$ cat src/rtl/div_pkg.sv
// Shared types and constants for the iterative radix-2 divider (div_iter).
package div_pkg;

  localparam int DIV_XLEN  = 32;
  localparam int DIV_CNT_W = 6;

  typedef enum logic [1:0] {
    OP_DIV  = 2'b00,
    OP_DIVU = 2'b01,
    OP_REM  = 2'b10,
    OP_REMU = 2'b11
  } div_op_e;

  typedef enum logic [1:0] {
    S_IDLE,
    S_CALC,
    S_FIX,
    S_DONE
  } div_state_e;

  localparam logic [DIV_XLEN-1:0] DIV_ZERO_Q   = '1;
  localparam logic [DIV_XLEN-1:0] OVF_DIVIDEND = {1'b1, {(DIV_XLEN-1){1'b0}}};

  function automatic logic isSignedOp(input div_op_e op);
    return (op == OP_DIV) || (op == OP_REM);
  endfunction

endpackage

$ cat src/rtl/div_step.sv
// One combinational restoring-division iteration: shift {rem, quo}, trial-subtract, select.
module div_step
  import div_pkg::*;
#(
  parameter int XLEN = DIV_XLEN
) (
  input  logic [XLEN-1:0] rem_i,
  input  logic [XLEN-1:0] quo_i,
  input  logic [XLEN-1:0] dvsr_i,
  output logic [XLEN-1:0] rem_o,
  output logic [XLEN-1:0] quo_o
);

  logic [XLEN:0] shRem;
  logic [XLEN:0] diff;
  logic          nonNeg;

  // The partial remainder stays below the divisor, so the shifted value is
  // under 2*divisor and the top bit of an XLEN+1-bit difference is its sign.
  assign shRem  = {rem_i, quo_i[XLEN-1]};
  assign diff   = shRem - {1'b0, dvsr_i};
  assign nonNeg = ~diff[XLEN];

  assign rem_o = nonNeg ? diff[XLEN-1:0] : shRem[XLEN-1:0];
  assign quo_o = {quo_i[XLEN-2:0], nonNeg};

endmodule

$ cat src/rtl/div_iter.sv
// Iterative signed/unsigned divider (DIV/DIVU/REM/REMU), one quotient bit per cycle.
// Optional macro DIV_ZERO_FAST_EN: divide-by-zero and signed overflow skip CALC.
module div_iter
  import div_pkg::*;
#(
  parameter int XLEN  = DIV_XLEN,
  parameter int CNT_W = DIV_CNT_W
) (
  input  logic            clk,
  input  logic            rst,
  input  logic            start,
  input  logic [1:0]      op,
  input  logic [XLEN-1:0] dividend,
  input  logic [XLEN-1:0] divisor,
  input  logic            flush,
  output logic            busy,
  output logic            done,
  output logic [XLEN-1:0] result
);

  localparam logic [XLEN-1:0] MinNeg = {1'b1, {(XLEN-1){1'b0}}};

`ifdef DIV_ZERO_FAST_EN
  localparam bit FastExc = 1'b1;
`else
  localparam bit FastExc = 1'b0;
`endif

  div_state_e      state_q, state_d;
  div_op_e         op_q, op_d;
  logic            negA_q, negA_d;
  logic            negB_q, negB_d;
  logic            divZero_q, divZero_d;
  logic            ovf_q, ovf_d;
  logic [XLEN-1:0] dvsr_q, dvsr_d;
  logic [XLEN-1:0] rem_q, rem_d;
  logic [XLEN-1:0] quo_q, quo_d;
  logic [XLEN-1:0] dividendOrig_q, dividendOrig_d;
  logic [CNT_W-1:0] cnt_q, cnt_d;
  logic [XLEN-1:0] result_q, result_d;

  div_op_e         opIn;
  logic            signedIn;
  logic            excIn;
  logic [XLEN-1:0] stepRem;
  logic [XLEN-1:0] stepQuo;
  logic [XLEN-1:0] quoFix;
  logic [XLEN-1:0] remFix;
  logic [XLEN-1:0] fixResult;

  assign opIn     = div_op_e'(op);
  assign signedIn = isSignedOp(opIn);
  assign excIn    = (divisor == '0) ||
                    (signedIn && (dividend == MinNeg) && (divisor == '1));

  div_step #(.XLEN(XLEN)) u_step (
    .rem_i  (rem_q),
    .quo_i  (quo_q),
    .dvsr_i (dvsr_q),
    .rem_o  (stepRem),
    .quo_o  (stepQuo)
  );

  // Exceptional cases override the datapath so both builds return identical values.
  always_comb begin
    quoFix = (negA_q ^ negB_q) ? -quo_q : quo_q;
    remFix = negA_q ? -rem_q : rem_q;
    if (divZero_q) begin
      quoFix = '1;
      remFix = dividendOrig_q;
    end else if (ovf_q) begin
      quoFix = MinNeg;
      remFix = '0;
    end
    fixResult = ((op_q == OP_REM) || (op_q == OP_REMU)) ? remFix : quoFix;
  end

  always_comb begin
    state_d        = state_q;
    op_d           = op_q;
    negA_d         = negA_q;
    negB_d         = negB_q;
    divZero_d      = divZero_q;
    ovf_d          = ovf_q;
    dvsr_d         = dvsr_q;
    rem_d          = rem_q;
    quo_d          = quo_q;
    dividendOrig_d = dividendOrig_q;
    cnt_d          = cnt_q;
    result_d       = result_q;

    if (flush) begin
      state_d = S_IDLE;
    end else begin
      case (state_q)
        S_IDLE: begin
          if (start) begin
            op_d           = opIn;
            negA_d         = signedIn & dividend[XLEN-1];
            negB_d         = signedIn & divisor[XLEN-1];
            quo_d          = (signedIn && dividend[XLEN-1]) ? -dividend : dividend;
            dvsr_d         = (signedIn && divisor[XLEN-1]) ? -divisor : divisor;
            rem_d          = '0;
            cnt_d          = '0;
            dividendOrig_d = dividend;
            divZero_d      = (divisor == '0);
            ovf_d          = excIn && (divisor != '0);
            state_d        = (FastExc && excIn) ? S_FIX : S_CALC;
          end
        end
        S_CALC: begin
          rem_d = stepRem;
          quo_d = stepQuo;
          cnt_d = cnt_q + 1'b1;
          if (cnt_q == CNT_W'(XLEN - 1)) begin
            state_d = S_FIX;
          end
        end
        S_FIX: begin
          result_d = fixResult;
          state_d  = S_DONE;
        end
        S_DONE: begin
          state_d = S_IDLE;
        end
        default: begin
          state_d = S_IDLE;
        end
      endcase
    end
  end

  always_ff @(posedge clk or posedge rst) begin
    if (rst) begin
      state_q        <= S_IDLE;
      op_q           <= OP_DIV;
      negA_q         <= 1'b0;
      negB_q         <= 1'b0;
      divZero_q      <= 1'b0;
      ovf_q          <= 1'b0;
      dvsr_q         <= '0;
      rem_q          <= '0;
      quo_q          <= '0;
      dividendOrig_q <= '0;
      cnt_q          <= '0;
      result_q       <= '0;
    end else begin
      state_q        <= state_d;
      op_q           <= op_d;
      negA_q         <= negA_d;
      negB_q         <= negB_d;
      divZero_q      <= divZero_d;
      ovf_q          <= ovf_d;
      dvsr_q         <= dvsr_d;
      rem_q          <= rem_d;
      quo_q          <= quo_d;
      dividendOrig_q <= dividendOrig_d;
      cnt_q          <= cnt_d;
      result_q       <= result_d;
    end
  end

  assign busy   = (state_q != S_IDLE);
  assign done   = (state_q == S_DONE);
  assign result = result_q;

endmodule

$ cat config.mk
export PLATFORM = sky130hd
export DESIGN_NAME = div_iter
export DESIGN_NICKNAME = d
export VERILOG_FILES = /design/src/rtl/div_pkg.sv /design/src/rtl/div_step.sv /design/src/rtl/div_iter.sv
export SDC_FILE = /design/constraint.sdc
export NUM_CORES = 1
export LEC_CHECK = 0
export ABC_AREA = 0
export BUFFER_PORTS_ARGS = -buffer_cell sky130_fd_sc_hd__clkbuf_2
export CAP_MARGIN = 20
export CORE_UTILIZATION = 33
export CTS_CLUSTER_SIZE = 28
export DETAILED_ROUTE_END_ITERATION = 10
export PLACE_DENSITY = 0.51
export SLEW_MARGIN = 20
export SYNTH_ARGS = -nofsm -noshare
export SYNTH_HDL_FRONTEND = slang
export SYNTH_SLANG_ARGS = --single-unit
export TNS_END_PERCENT = 50
$ cat constraint.sdc
create_clock -name clk -period 7.7 [get_ports clk]
set_input_delay 0.385 -clock clk [delete_from_list [all_inputs] [get_ports clk]]
set_output_delay 0.385 -clock clk [all_outputs]
set_load 0.02 [all_outputs]
# Word level (Yosys, flattened, before mapping)

Index checks and enable logic that the tools add are counted.

RAM bits: 0
Word-level logic and storage cells: 73
Memories: 0
Register bits after elaboration: 174
Input port bits: 70
Bits in read-only memories: 0
Bits in latches: 0

Shift operators: 0
Equal/unequal tests: 12
Muxes and demuxes: 20
$lt $le $gt $ge: 0
Multipliers: 0
Bitwise operators: 5
$add $sub $neg: 6
Reduce and logical (&&, ||, !) cells: 18
Div/mod/pow operators: 0

Operators with widths:

| cell                                           | number |
|---|---|
| 2-to-1 mux 32 bit                              | 12 |
| negator 32 bit                                 | 4 |
| one-hot mux 32 bit (2 select lines)            | 2 |
| == test 32 bit (second input constant)         | 2 |
| subtractor 33 x 32 -> 33 bit                   | 1 |
| logical NOT 32 bit                             | 1 |
| nonzero test 32 bit                            | 1 |
| one-hot mux 6 bit (2 select lines)             | 1 |
| == test 2 bit (second input constant)          | 5 |
| one-hot mux 2 bit (4 select lines)             | 1 |
| adder 6 x 1 -> 6 bit (second input constant)   | 1 |
| == test 6 x 5 -> 1 bit (second input constant) | 1 |
| 2-to-1 mux 2 bit                               | 3 |
| 2-to-1 mux 6 bit                               | 1 |
| != test 3 bit (second input constant)          | 2 |
| AND reduction 3 bit                            | 2 |
| logical AND 1 bit                              | 5 |
| logical NOT 2 bit                              | 2 |
| AND reduction 2 bit                            | 2 |
| nonzero test 2 bit                             | 2 |
| logical OR 1 bit                               | 3 |
| AND 1 bit                                      | 2 |
| == test 2 x 1 -> 1 bit (second input constant) | 1 |
| != test 2 bit (second input constant)          | 1 |
| other kinds (2)                                | 3 |

# Depth between registers and ports, before layout

Depth after elaboration: 6
Depth in mapped cells: 13

# Hierarchy

Synthesis repeated with hierarchy kept, for this count alone.

Cells, all modules: 1529
Area total of the unflattened synthesis: 13033.8 µm²

Modules (own cells, without submodules):

| module   | instances | area each (µm²) | cells each |
|---|---|---|---|
| div_iter | 1         | 10431.3         | 1192 |
| div_step | 1         | 2602.5          | 337 |

# Least setup slack after synthesis

OpenSTA, ideal clock, no wires.

Kind: register to register
From: reg rem_q[4]
To: reg rem_q[5]
Library setup time: 0.116 ns
Buffers on the path: 2
Cell stages (with the launch flop): 12
Data required time: 7.584 ns
Setup slack: 4.951 ns
Data arrival time: 2.633 ns
Cells stage by stage: dfrtp_1 -> ha_1 -> a21o_1 -> or3_1 -> o211ai_1 -> and3_1 -> o21ai_0 -> nand4_1 -> buf_2 -> clkbuf_1 -> nand3_1 -> o311ai_0

Word-level cells in the longest chain between the ends: 3

Ends and longest elaborated chain:

| element                               | line            | source |
|---|---|---|
| from (decl)                           | div_iter.sv:36  | `logic [XLEN-1:0] rem_q, rem_d;` |
| from (signal assigned)                | div_iter.sv:155 | `rem_q <= rem_d;` |
| subtractor 33 x 32 -> 33 bit          | div_step.sv:21  | `assign diff = shRem - {1'b0, dvsr_i};` |
| 2-to-1 mux 32 bit *                   | div_step.sv:24  | `assign rem_o = nonNeg ? diff[XLEN-1:0] : shRem[XLEN-1:0];` |
| one-hot mux 32 bit (2 select lines) * | div_iter.sv:95  | `case (state_q)` |

Every way passes the cells marked *; elsewhere a longest branch is shown, timed or not.
A chain may end at the register's enable or synchronous reset.

# Worst setup path in the final report

From: reg rem_q[4]
To: reg rem_q[3]

Word-level cells in the longest chain between the ends: 3

Ends and longest elaborated chain:

| element                             | line |
|---|---|
| subtractor 33 x 32 -> 33 bit        | div_step.sv:21 |
| 2-to-1 mux 32 bit                   | div_step.sv:24 |
| one-hot mux 32 bit (2 select lines) | div_iter.sv:95 |

No other way between the ends.

==> out/qor.yml <==
place:
  globalplace.congestion: 0.866
  post-dp-hpwl_um: 27600
  io_buffers: 103
cells_and_area:
  post_route_cells_drive_above_1_share_pct: 13.2
  layout.cells.most_common_list: "sky130_fd_sc_hd__nand2_1 (179), sky130_fd_sc_hd__dfrtp_1 (172), sky130_fd_sc_hd__o21ai_0 (169), sky130_fd_sc_hd__nor2_1 (107), sky130_fd_sc_hd__clkbuf_2 (103)"
  num_antenna_cells: 0
  mostFrequentLayoutCell: "sky130_fd_sc_hd__nand2_1"
  synthToLayoutAreaGrowth_pct: 12.2
  finish.net_count: 1659
cts:
  clock_tree.buffer_depth: 2
  clock-sinks: 173
  clk_latency_ns: 0.46
  tritoncts: "yes"
  clock_tree.root_cell: "sky130_fd_sc_hd__clkbuf_16"
  worst_setup_hold_path_clk_slew_ns: 0.07
  cts_setup_buffers: 0
  ctsHoldBuffers: 0
  tritoncts.num_buffers: 17
  ctsHtreeMaxLevel: 4
  cts-resized-gates: 0
die:
  core.rowCount: 70
  die_height_um: 195
  floorplan.initialDensity_pct: 33.6
  die_w_um: 195
  fp.dieArea_mm2: 0.0382
  core_mm2: 0.0367
  boundaryPins: 104
power_and_ir_drop:
  ir_worst_vdd_mv: 0.173
  pwr-share-comb_pct: 47.3
  power.share.switching_pct: 44.4
  clock_power_share_pct: 19.1
  seq_power_share_pct: 33.6
  cellLeakagePower_nw: 6.15
  intPower_mw: 2.61
  overall_power_mw: 4.70
  cellPowerDensity_mw_per_mm2: 339
  total_switching_power_mw: 2.09
synth:
  synth-seq-area-share_pct: 35.1
  synth_top_area_share_pct: 35.1
  yosysWarningCount: 0
  synth.top_cells.by_area: "sky130_fd_sc_hd__dfrtp_1 (35%), sky130_fd_sc_hd__o21ai_0 (6.9%), sky130_fd_sc_hd__xnor2_1 (5.9%), sky130_fd_sc_hd__nand2_1 (5.4%), sky130_fd_sc_hd__xor2_1 (4.5%)"
  yosys_register_bits: 173
  yosysUniqueCellTypes: 67
  async_reset_ff_share_pct: 100
  most_used_flip_flop_cell_after_synthesis: "sky130_fd_sc_hd__dfrtp_1"
  synth_edf_count: 0
  netlist_instances: 1496
  synth_nets: 1609
  post_synth_instance_area_mm2: 0.0123
  synthDominantAreaCellType: "sky130_fd_sc_hd__dfrtp_1"
  mean_post_synth_cell_area_um2: 8.25
worst_setup_path:
  timing.setup.critical_path_class: "flip-flop to flip-flop"
  crit_slowest_cell: "sky130_fd_sc_hd__buf_4"
  worst-endpoint-arrival_ns: 3.68
  critPathMaxStageDelay_ns: 0.50
  worst_setup_path_end_kind: "flip-flop"
  r2r_cells: 10
  crit_chain: "ha_1, a21o_1, or3_1, o211ai_1, and3_1, o21ai_0, nand4_1, buf_4, mux2i_1, o21ai_0"
  timing.critical_path.mode_cell: "sky130_fd_sc_hd__o21ai_0"
  cp_data_required_time_ns: 7.99
  worstSetupStartpointType: "flip-flop"
  crit_path_max_fanout: 44
grt:
  grt_pass1_vias: 10700
  grt_first_pass_wirelength_um: 60700
  grt_start_max_net_pins: 76
  globalRoute.totalOverflow: 0
  groute.usage.overall_pct: 20.3
  grt_antenna_before_repair: 0
routing:
  route.detailed.vias_per_inst: 5.46
  detail_route.iter0.violations: 588
  route.detailed.drc: 0
  drt-total-wl_um: 37900
  count_of_vias_placed_by_the_detailed_router: 11100
  detail-route-antenna-nets: 0
  detailedRoute.firstPassIterationCount: 5
  drt-wirelength-per-cell_um: 18.7
sta:
  timing.slew.headroom_pct: 27.9
  setup_viol_count_final: 0
  accumulated_negative_setup_slack_ns: 0
  clock.fmax_mhz: 295
  skew_ns: 0.0158
  slew_worst_pin_ns: 1.08
  timing_max_transition_violations_final: 0
  timing.final.hold_violations: 0
  grt_setup_unrepaired: "false"
  final.min_clock_period_ns: 3.40
  period_share_pct: 44.1
run_status:
  outcome: "finished, final reports clean"
flow_run:
  max_cap_violations: 0
min_path:
  hold_path_class: "primary input to async pin"
-- cell families after synthesis --
| kind of cell | after synthesis | synth area share [%] |
|---|---|---|
| XOR/XNOR | 147 | 10.4 |
| AND/OR/NAND/NOR | 490 | 19.1 |
| multiplexers | 48 | 4.21 |
| AO/OA/AOI/OAI | 439 | 22.0 |
| flip-flops | 173 | 35.1 |
| buffers and inverters | 156 | 4.78 |
| adder cells (fa/ha/maj) | 43 | 4.42 |
-- cell type report --
class,count,area [um2]
fill,3827,22900
multi-input combinational,1167,7440
timing repair buffer,120,643
sequential,173,4330
clock buffer,22,474
clock inverter,9,113
inverter,67,256
tap,468,586
-- power by group through the flow --
| stage | combinational, mW | clock (mW) | sequential, mW |
|---|---|---|---|
| finish | 2.22 | 0.897 | 1.58 |
| global route | 2.49 | 0.951 | 1.63 |
| CTS | 2.22 | 0.914 | 1.58 |
| detailed placement | 2.21 | 0 | 1.60 |
| global placement | 2.21 | 0 | 1.58 |
| floorplan | 1.58 | 0 | 1.55 |
-- critical path: cells and delay by family, from the launching register on --
family / cells / cell delay (ns)
multiplexers: 1 / 0.25
flip-flops: 1 / 0.48
buffers and inverters: 1 / 0.50
adder cells (fa/ha/maj): 1 / 0.38
AO/OA/AOI/OAI: 4 / 0.78
AND/OR/NAND/NOR: 3 / 0.80
-- cell usage after synthesis, drive strengths merged (7+ instances only) --
cell type / count
dfrtp: 173
nand3: 37
xor2: 64
ha: 42
mux2: 31
a221oi: 9
nor2b: 7
nor3b: 8
o211ai: 15
o22ai: 13
nand2: 179
nor2: 109
nor3: 35
xnor2: 83
mux2i: 17
nand4: 17
a31oi: 16
nand2b: 17
and3: 7
buf: 12
o21ai: 174
clkbuf: 77
o41ai: 16
nor4: 14
o31ai: 25
or3: 24
o311ai: 12
or4: 17
inv: 67
a21oi: 102
a21o: 11
-- through the flow --
| stage | instance area [um2] | hold slack [ns] | setup slack [ns] | util [%] | instances |
|---|---|---|---|---|---|
| global route | 13800 | 0.122 | 4.01 | 37.7 | 2026 |
| floorplan | 12300 | 0.444 | 2.63 | - | 1496 |
| global placement | 13200 | 0.451 | 4.15 | 36.1 | 1995 |
| finish | 13800 | 0.0485 | 4.30 | 37.7 | 2026 |
| CTS | 13800 | 0.0905 | 4.24 | 37.7 | 2026 |
| detailed placement | 13200 | 0.457 | 4.26 | 36.1 | 1995 |
-- registers in the layout, summed over array words and instances, names as in the netlist --
name and flops:
cnt_q 6, result 32, dvsr_q 32, rem_q 32
negA_q 1, divZero_q 1, quo_q 32, ovf_q 1
dividendOrig_q 32, op_q 1, negB_q 1, state_q 2
-- path summary, 6_finish.rpt --
kind	end	slack (ns)	from
worst max-delay path	rem_q[3]$_DFFE_PP0P_	4.30	rem_q[4]$_DFFE_PP0P_
worst min-delay path	dvsr_q[3]$_DFFE_PP0P_	0.05	rst
worst max register to register	rem_q[3]$_DFFE_PP0P_	4.30	rem_q[4]$_DFFE_PP0P_
worst min register to register	result[15]$_DFFE_PP0P_	0.47	result[15]$_DFFE_PP0P_
max in group asynchronous	quo_q[25]$_DFFE_PP0P_	5.74	rst
min in group clk	op_q[1]$_DFFE_PP0P_	0.17	op[1]
-- layer usage --
metal	vias up	GRT usage [%]	routed length (um)
met2	270	31.4	16800
met5	-	0	0
met4	0	6.56	766
met1	5282	29.1	18800
li1	5466	-	-
met3	53	2.57	1480
No activity file was read; power rests on OpenSTA's default activity.
